===== src/rtl/mux_nx1_stream.sv =====
// N:1 stream multiplexer with a single registered output stage.
// Selects a channel either explicitly (sel) or by round-robin among valid channels.
module mux_nx1_stream #(
    parameter int WIDTH = 8,
    parameter int N_IN  = 4,
    localparam int SEL_W = $clog2(N_IN)
) (
    input  logic                    clk,
    input  logic                    rst,
    input  logic [N_IN*WIDTH-1:0]   in_data,
    input  logic [N_IN-1:0]         in_valid,
    output logic [N_IN-1:0]         in_ready,
    input  logic                    mode,
    input  logic [SEL_W-1:0]        sel,
    output logic [WIDTH-1:0]        out_data,
    output logic [SEL_W-1:0]        out_chan,
    output logic                    out_valid,
    input  logic                    out_ready
);

    // Handshake: a beat moves on a rising edge where valid && ready are both high.
    // A producer holds valid and data stable until it sees ready; valid never
    // depends on ready. in_ready may depend on in_valid (round-robin mode).

    logic [WIDTH-1:0] chan_data [N_IN];
    logic [SEL_W-1:0] rr_ptr;
    logic [SEL_W-1:0] grant;
    logic [SEL_W-1:0] cand;
    logic             grant_valid;
    logic             can_accept;
    logic             xfer;
    int               rr_idx;

    for (genvar i = 0; i < N_IN; i++) begin : g_unpack
        assign chan_data[i] = in_data[i*WIDTH +: WIDTH];
    end

    assign can_accept = !out_valid || out_ready;

    // Round-robin scans offsets from the highest down so the channel nearest
    // rr_ptr is the last one written and wins.
    always_comb begin
        grant_valid = 1'b0;
        grant       = '0;
        rr_idx      = 0;
        cand        = '0;
        if (!mode) begin
            if (int'(sel) < N_IN) begin
                grant_valid = 1'b1;
                grant       = sel;
            end
        end else begin
            for (int k = N_IN - 1; k >= 0; k--) begin
                rr_idx = int'(rr_ptr) + k;
                if (rr_idx >= N_IN) begin
                    rr_idx = rr_idx - N_IN;
                end
                cand = SEL_W'(rr_idx);
                if (in_valid[cand]) begin
                    grant_valid = 1'b1;
                    grant       = cand;
                end
            end
        end
    end

    always_comb begin
        in_ready = '0;
        if (grant_valid && can_accept) begin
            in_ready[grant] = 1'b1;
        end
    end

    assign xfer = grant_valid && can_accept && in_valid[grant];

    always_ff @(posedge clk or posedge rst) begin
        if (rst) begin
            out_valid <= 1'b0;
            out_data  <= '0;
            out_chan  <= '0;
            rr_ptr    <= '0;
        end else begin
            if (xfer) begin
                out_valid <= 1'b1;
                out_data  <= chan_data[grant];
                out_chan  <= grant;
            end else if (out_ready) begin
                out_valid <= 1'b0;
            end
            // Pointer moves past the granted channel so it gets lowest priority next.
            if (xfer && mode) begin
                rr_ptr <= (grant == SEL_W'(N_IN - 1)) ? '0 : grant + SEL_W'(1);
            end
        end
    end

endmodule


===== config.mk =====
export PLATFORM = sky130hd
export DESIGN_NAME = mux_nx1_stream
export DESIGN_NICKNAME = d
export VERILOG_FILES = /design/src/rtl/mux_nx1_stream.sv
export SDC_FILE = /design/constraint.sdc
export NUM_CORES = 1
export LEC_CHECK = 0
export CAP_MARGIN = 10
export CORE_ASPECT_RATIO = 1.5
export CORE_MARGIN = 5
export CORE_UTILIZATION = 38
export DETAILED_ROUTE_END_ITERATION = 7
export PLACE_DENSITY_LB_ADDON = 0.25
export SLEW_MARGIN = 5
export SYNTH_ARGS = -nofsm -noshare
export SYNTH_HDL_FRONTEND = slang
export SYNTH_SLANG_ARGS = --single-unit
export TNS_END_PERCENT = 20

===== constraint.sdc =====
create_clock -name clk -period 3 [get_ports clk]
set_input_delay 0.6 -clock clk [delete_from_list [all_inputs] [get_ports clk]]
set_output_delay 0.6 -clock clk [all_outputs]
set_load 0.02 [all_outputs]

### Yosys cells after proc, flatten, opt, wreduce, memory -nomap -nowiden

Index checks and enable logic that the tools add are counted.

* $add $sub $neg: 8
* multiply operators: 0
* div/mod/pow operators: 0
* $lt $le $gt $ge: 11
* eq/ne operators: 1
* shifts and indexed selects: 0
* mux-type cells: 37
* bitwise gates (word level): 1
* reductions and logical operators: 7

Operators by type and width (number)
* 2-bit two-way mux: 14
* 8-bit binary-select mux with 2-bit select: 1
* 8-bit two-way mux: 2
* 2-bit by 3-bit less-than comparator with 1-bit output, second input constant: 5
* 1-bit two-way mux: 13
* 3-bit greater-or-equal comparator, second input constant: 4
* 1-bit binary-select mux with 2-bit select: 5
* 2-bit by 1-bit subtractor with 2-bit output, second input constant: 4
* 2-bit by 2-bit adder with 3-bit output, second input constant: 2
* 1-bit logical AND: 4
* 4-bit two-way mux: 1
* 2-bit by 1-bit adder with 3-bit output, second input constant: 1
* 2-bit by 3-bit greater-or-equal comparator with 1-bit output, second input constant: 1
* 2-bit NOT with 3-bit output: 1
* 2-bit by 1-bit adder with 2-bit output, second input constant: 1
* 1-bit demux with 2-bit select: 1
* 2-bit == test, second input constant: 1
* 2-bit by 1-bit greater-or-equal comparator with 1-bit output, second input constant: 1
* 2-bit nonzero test: 1
* 1-bit zero test: 1
* 1-bit logical OR: 1

* register bits after elaboration: 13
* bits in latches: 0
* memory bits (writable): 0
* memory bits (read-only): 0
* input bits: 42
* word-level logic and storage cells: 69
* memories kept: 0

### Logic depth before layout (Yosys ltp)

Gate-level depths: netlist of the first run.

* depth in word-level cells: 16
* gate-level depth with buffers: 8

### Worst setup path before layout of the first run

No wires, ideal clock.

* path type: in2out
* from: in mode
* to: out in_ready[0]
* data arrival time: 2.117 ns
* data required time: 2.400 ns
* path slack: 0.283 ns
* cell stages on the path: 6
* buffers on the path: 2
* cell sequence: buf_4 nor2b_1 a221oi_1 a21oi_2 buf_1 nor3_1

* longest elaborated chain between the ends: 6

Ends and longest elaborated chain
* start, declared: line 13 `input logic mode,`
* 2-bit two-way mux: line 47 `if (!mode) begin`
* 2-bit by 3-bit less-than comparator with 1-bit output (not written as such) or 2-bit by 1-bit greater-or-equal comparator with 1-bit output (tied branches): line 70 `in_ready[grant] = 1'b1;`
* 1-bit logical AND (not written as such): line 70
* 1-bit two-way mux (not written as such): line 70
* 1-bit demux with 2-bit select: line 70
* 4-bit two-way mux *: line 69 `if (grant_valid && can_accept) begin`
* end, declared: line 12 `output logic [N_IN-1:0] in_ready,`

Mark *: on every way between the ends. The rest lies on a longest branch, timed or not.

### Worst setup path in the final report of the first run

* from: in in_valid[3]
* to: out in_ready[2]

* longest elaborated chain between the ends: 12

Ends and longest elaborated chain
* start, declared: line 11 `input logic [N_IN-1:0] in_valid,`
* 1-bit binary-select mux with 2-bit select: line 59 `if (in_valid[cand]) begin`
* 1-bit two-way mux (not written as such): line 59
* 2-bit two-way mux (3 in a row): line 59
* 2-bit two-way mux *: line 59
* 2-bit two-way mux *: line 47
* named net grant[0]: line 27 `logic [SEL_W-1:0] grant;`
* 2-bit by 3-bit less-than comparator with 1-bit output (not written as such) or 2-bit by 1-bit greater-or-equal comparator with 1-bit output (tied branches): line 70
* 1-bit logical AND (not written as such): line 70
* 1-bit two-way mux (not written as such): line 70
* 1-bit demux with 2-bit select *: line 70
* 4-bit two-way mux *: line 69

Mark *: on every way through the listed nets, which the timed path passes. The rest lies on a longest branch. The select of a mux whose other input is x is not followed.

==> flow_summary.yaml, run 1 <==
synthesis:
  ys_types: 33
  synth_flop_cell: "dfrtp_1"
  avgSynthCellArea_sq_um: 10.5
  synth_top_area_cell: "dfrtp_1"
  syn_nets: 143
  yosys.cell_count.top_type: "mux2i_1"
  yosys.area.top_type_share_pct: 31.4
  synth.ff_latch_count: 13
  synth_edf_count: 0
  synth-seq-area-share_pct: 31.4
  netlist_instances: 99
  async_flop_share_pct: 100
  syn_area_sq_mm: 0.00103
  post_synth_most_frequent_cells: "25 x mux2i_1, 13 x dfrtp_1, 8 x mux2_2"
  yosys_warnings: 0
  synth.area.top_cells: "dfrtp_1 31%, mux2i_1 24%, mux2_2 8.7%, nand2b_1 3.0%, o32ai_4 2.7%"
pwr:
  pwr-share-seq_pct: 25.9
  p_per_area_mw_per_mm2: 652
  total_leakage_power_uw: 0.000845
  p_int_uw: 759
  combinationalPowerShare_pct: 61.3
  clockPowerShare_pct: 12.8
  netSwitchingPower_uw: 451
  ir_worst_vdd_v: 0.000439
  p_sw_share_pct: 37.3
place:
  dp_slack_ns: -0.226
  gp_congestion: 0.924
  hpwl_um: 2560
  io_buffers: 56
cells_and_area:
  antennaDiodeCount: 0
  area_delta_synth_final_pct: 79.6
  final_nets: 221
  drive_above_1_share_pct: 24.4
  fin_util_pct: 70.2
clock_network:
  h-tree-depth: 1
  clock_latency_ns: 0.24
  cts_sinks: 13
  clockRootBuffer: "clkbuf_8"
  clk_pin_slew_worst_paths_ns: 0.05
  cts_tree: "done"
  postCtsHoldBufs: 0
  ctsLongestPathBuffers: 2
  numCtsBuffers: 3
critical_path:
  path_class: "in2out"
  worstPathRequired_ns: 2.40
  r2r-start: "rr_ptr[1]$_DFFE_PP0P_"
  start_kind: "input pin"
  arrival_ns: 2.47
  cp_max_fo: 5
  startpoint: "in_valid[3]"
  crit_path_end_kind: "output port"
timing:
  timing.max_slew.rel_slack_pct: 66.6
  hold_viol: 0
  fin_skew_ns: 0.00142
  fin_crit_ns: 3.07
  finalMaxSlewViolations: 0
  setup_violations: 1
  rsz0062_at_grt: "true"
  fin_ws_ns: -0.0678
  tightestPinTransition_ns: 0.501
  fmax_mhz: 326
  min_period_over_period_pct: 102
  fin_hold_ws_ns: 0.510
route:
  vias_per_cell: 5.01
  drc: 0
  via_count: 1067
  wl_per_cell_um: 14.7
  postRouteAntennaNets: 0
  first_pass_iters: 4
  drt_iter0_drc: 11
  wl_um: 3140
global_routing:
  grt_pass1_vias: 1200
  grt_antenna_before_repair: 0
  track_usage_pct: 17.7
  grt-ovfl-total: 0
  grt_pass1_wl_um: 5140
  grt_max_degree: 14
run:
  cap_violations: 0
status:
  status: "finished, violations left"
  violations: "negative setup slack"
die:
  io-pin-count: 57
  die_area_sq_mm: 0.00389
  start_util_pct: 39.1
  dieHeight_um: 73.9
  die_x_um: 52.6
  num_rows: 23
  placeableCoreArea_sq_mm: 0.00265
hold_path:
  min_from: "out_data[5]$_DFFE_PP0P_"
  hp-class: "reg2reg"
-- area by class of cell --
class	instances	area, sq um
clock buffer	4	45.0
inverter	6	22.5
multi-input combinational	75	682
sequential	13	325
tap	37	46.3
fill	227	790
timing repair buffer	78	737
-- per-layer routing --
metal | wire [um] | vias up | GRT usage (%)
li1 | - | 517 | -
met1 | 1170 | 487 | 18.2
met2 | 1620 | 50 | 31.8
met3 | 208 | 13 | 3.04
met4 | 138 | 0 | 11.6
met5 | 0 | - | 0
-- path summary, 6_finish.rpt --
| check | endpoint | slack (ns) | depth (start not counted) |
|---|---|---|---|
| worst max-delay path | in_ready[2] | -0.07 | 8 |
| worst min-delay path | out_data[5]$_DFFE_PP0P_ | 0.51 | 1 |
| worst max register to register | out_chan[1]$_DFFE_PP0P_ | 0.60 | 9 |
| worst min register to register | out_data[5]$_DFFE_PP0P_ | 0.51 | 1 |
| max in group asynchronous | out_chan[0]$_DFFE_PP0P_ | 1.98 | 2 |
| min in group asynchronous | out_data[1]$_DFFE_PP0P_ | 0.68 | 2 |
-- kinds of logic (layout without fill, tap and decap cells) --
family,after synthesis,after routing,synth area share [%]
and+or+nand+nor,20,20,10.4
AOI/OAI and AO/OA,19,19,17.1
muxes,34,34,34.0
buffers and inverters,11,88,4.72
adders and majority gates,2,2,2.42
DFF,13,13,31.4
-- state kept, by name (all words and copies together) (netlist names) --
signal     cells
out_chan       2
out_data       8
out_valid      1
rr_ptr         2
-- cells in the final DEF (no fill, tap or decap), types with 3 or more instances in the layout --
cell / count
a21oi_2: 3
dfrtp_1: 13
mux2i_1: 25
clkbuf_8: 3
nor2b_1: 3
clkdlybuf4s50_1: 51
mux2_2: 8
nand2_1: 5
buf_4: 21
inv_1: 5
nand2b_1: 5
-- power by group through the flow --
stage / sequential [uW] / clock (uW) / combinational, uW
CTS: 313 / 162 / 735
global route: 325 / 168 / 792
floorplan: 395 / 0 / 311
finish: 314 / 155 / 742
global placement: 310 / 0 / 723
detailed placement: 314 / 0 / 733
-- worst max-delay path, cell delays in order --
cell,delay [ns]
clkdlybuf4s50_1,0.54
o21ai_1,0.15
o32ai_4,0.35
buf_4,0.17
inv_2,0.04
ha_1,0.17
and2_1,0.12
dlygate4sd2_1,0.31
-- through the flow --
| stage | TNS [ns] | instances | cell area [sq um] | total power (uW) |
|---|---|---|---|---|
| 6_report | -0.0678 | 213 | 1860 | 1210 |
| 4_1_cts | -0.198 | 211 | 1820 | 1210 |
| 3_5_place_dp | -1.39 | 207 | 1780 | 1050 |
| 2_1_floorplan | 0 | 99 | 1030 | 706 |
| 3_3_place_gp | -1.38 | 207 | 1780 | 1030 |
| 5_1_grt | -0.176 | 213 | 1860 | 1280 |
-- what timing repair did --
item,CTS,global route
resized for setup,4,9
setup buffers,0,2
endpoints found under the setup margin,4,4
cloned,0,0
pin swaps,1,2
(Power assumes the default switching activity.)
==> inputs of run 2 (changes only) <==
--- a/config.mk
+++ b/config.mk
@@ -8,7 +8,7 @@
 export CAP_MARGIN = 10
 export CORE_ASPECT_RATIO = 1.5
 export CORE_MARGIN = 5
-export CORE_UTILIZATION = 38
+export CORE_UTILIZATION = 40
 export DETAILED_ROUTE_END_ITERATION = 7
 export PLACE_DENSITY_LB_ADDON = 0.25
 export SLEW_MARGIN = 5
==> constraint.sdc (replaced) <==
create_clock -name clk -period 3.8 [get_ports clk]
set_input_delay 0.76 -clock clk [delete_from_list [all_inputs] [get_ports clk]]
set_output_delay 0.76 -clock clk [all_outputs]
set_load 0.02 [all_outputs]
==> flow_summary.yaml, run 2 (same netlist as run 1, synthesis figures left out) <==
clock_network:
  cts_tree: "done"
  cts_sinks: 13
  postCtsHoldBufs: 0
  clockRootBuffer: "clkbuf_4"
  postCtsSetupBuffers: 0
  clock_latency_ns: 0.28
  ctsLongestPathBuffers: 2
  h-tree-depth: 1
  clk_pin_slew_worst_paths_ns: 0.09
  postCtsResizedCells: 0
  numCtsBuffers: 3
place:
  place_area_sq_mm: 0.00165
  gp_congestion: 0.815
  hpwl_um: 2410
  io_buffers: 56
die:
  die_x_um: 51.5
  io-pin-count: 57
  dieHeight_um: 72.3
  start_util_pct: 41.8
  placeableCoreArea_sq_mm: 0.00248
  die_area_sq_mm: 0.00372
  num_rows: 22
hold_path:
  min_from: "out_data[5]$_DFFE_PP0P_"
  hp-class: "reg2reg"
cells_and_area:
  stdcell_area_sq_mm: 0.00169
  layout_common_cells: "56 x clkdlybuf4s50_1, 25 x mux2i_1, 13 x dfrtp_1"
  antennaDiodeCount: 0
  drive_above_1_share_pct: 15.5
  final_nets: 206
  area_delta_synth_final_pct: 62.9
  multi_input_area_sq_um: 667
  fill_cells: 223
  final-seq-area_sq_um: 325
  top_regs: "out_data (8), out_chan (2), rr_ptr (2)"
  top_register: "out_data"
  mostFrequentLayoutCell: "clkdlybuf4s50_1"
  largest_reg_flops: 8
timing:
  fin_skew_ns: 0.00526
  timing.max_slew.rel_slack_pct: 62.3
  rsz0062_at_grt: "false"
  tightestPinTransition_ns: 0.563
  fin_crit_ns: 3.65
  min_period_over_period_pct: 96.0
  fin_tns_setup_ns: 0
  fmax_mhz: 274
  hold_viol: 0
  fin_hold_ws_ns: 0.509
  finalMaxSlewViolations: 0
  setup_violations: 0
critical_path:
  path_class: "in2out"
  start_kind: "input pin"
  crit_family: "buffers and inverters"
  slowest_delay_ns: 0.60
  cp_max_fo: 7
  worst_path_max_delay_cell: "clkdlybuf4s50_1"
  cpMostUsedCell: "clkdlybuf4s50_1"
  r2r-start: "rr_ptr[1]$_DFFE_PP0P_"
  crit_path_cell_trace: "clkdlybuf4s50_1 > buf_4 > nand2b_1 > a21oi_1 > a21oi_2 > ha_1 > and2_1 > clkdlybuf4s50_1"
  crit_path_end_kind: "output port"
  arrival_ns: 2.89
  worstPathRequired_ns: 3.04
  startpoint: "mode"
  crit_buf_inv: 3
status:
  status: "completed"
global_routing:
  grt_antenna_before_repair: 0
  grt_pass1_vias: 1142
  grt_pass1_wl_um: 4870
  grt-ovfl-total: 0
  track_usage_pct: 16.6
  grt_max_degree: 14
route:
  vias_per_cell: 5.48
  postRouteAntennaNets: 0
  wl_per_cell_um: 15.6
  drc: 0
  drt_iter0_drc: 2
  first_pass_iters: 4
  wl_um: 2890
  via_count: 1014
pwr:
  combinationalPowerShare_pct: 61.9
  pwr-share-seq_pct: 28.2
  total_leakage_power_uw: 0.000728
  p_per_area_mw_per_mm2: 523
  ir_worst_vdd_v: 0.000323
  clockPowerShare_pct: 9.9
  netSwitchingPower_uw: 346
  p_int_uw: 535
  p_sw_share_pct: 39.3
run:
  cap_violations: 0
-- run 2: cell types whose count changed in the layout (fill, tap and decap cells not counted), sizes merged --
cell           delta
buf              -15
clkinv            +1
clkbuf            -2
dlymetal6s2s      -2
clkdlybuf4s15     -1
dlygate4sd2       -1
clkdlybuf4s50     +5
-- run 2: area by class of cell --
class | count | share of cell area [%]
timing repair buffer | 63 | 36.4
clock buffer | 3 | 1.34
sequential | 13 | 19.3
clock inverter | 1 | 0.297
tap | 24 | 1.78
multi-input combinational | 75 | 39.6
inverter | 6 | 1.34
-- run 2: power by group through the flow --
stage               combinational, uW  clock, uW  sequential [uW]
global placement                  542          0              246
floorplan                         245          0              312
CTS                               551       90.3              247
finish                            545       87.6              248
detailed placement                548          0              249
global route                      587       96.8              257
-- run 2: path summary, 6_finish.rpt --
kind,slack [ns],end,cells past startpoint
min in group asynchronous,0.79,out_data[0]$_DFFE_PP0P_,2
worst min register to register,0.51,out_data[5]$_DFFE_PP0P_,1
max in group asynchronous,2.66,out_valid$_DFFE_PP0P_,2
worst min-delay path,0.51,out_data[5]$_DFFE_PP0P_,1
worst max register to register,1.34,out_data[3]$_DFFE_PP0P_,7
worst max-delay path,0.15,in_ready[2],8
-- run 2: per-stage QoR --
stage | util, % | setup slack [ns] | cells | power, uW
after global placement | 66.7 | 0.131 | 181 | 788
after CTS | 67.8 | 0.104 | 185 | 888
after detailed placement | 66.7 | 0.118 | 181 | 796
after floorplan | - | 0.763 | 99 | 557
after global routing | 68.0 | 0.0277 | 185 | 940
final | 68.0 | 0.153 | 185 | 881
-- run 2: worst reg2reg max path, delay by kind of cell (launching register included) --
family | cells | cell delay [ns]
AOI/OAI and AO/OA | 3 | 0.99
buffers and inverters | 2 | 0.29
DFF | 1 | 0.50
muxes | 1 | 0.41
and+or+nand+nor | 1 | 0.15
-- run 2: routing by layer --
layer / share of wire [%] / track usage (%) / up-vias / wire length (um)
met3: 8.0 / 2.87 / 2 / 231
met4: 0.79 / 5.25 / 0 / 23
li1: - / - / 494 / -
met5: 0 / 0 / - / 0
met2: 53 / 32.2 / 42 / 1550
met1: 38 / 17.4 / 476 / 1090
==> inputs of run 3 (changes only) <==
--- a/config.mk
+++ b/config.mk
@@ -9,6 +9,7 @@
 export CORE_ASPECT_RATIO = 1.5
 export CORE_MARGIN = 5
 export CORE_UTILIZATION = 40
+export CTS_CLUSTER_DIAMETER = 150
 export DETAILED_ROUTE_END_ITERATION = 7
 export PLACE_DENSITY_LB_ADDON = 0.25
 export SLEW_MARGIN = 5
==> results of run 3 <==
The final DEF is identical to that of run 2; final timing and power are the same.
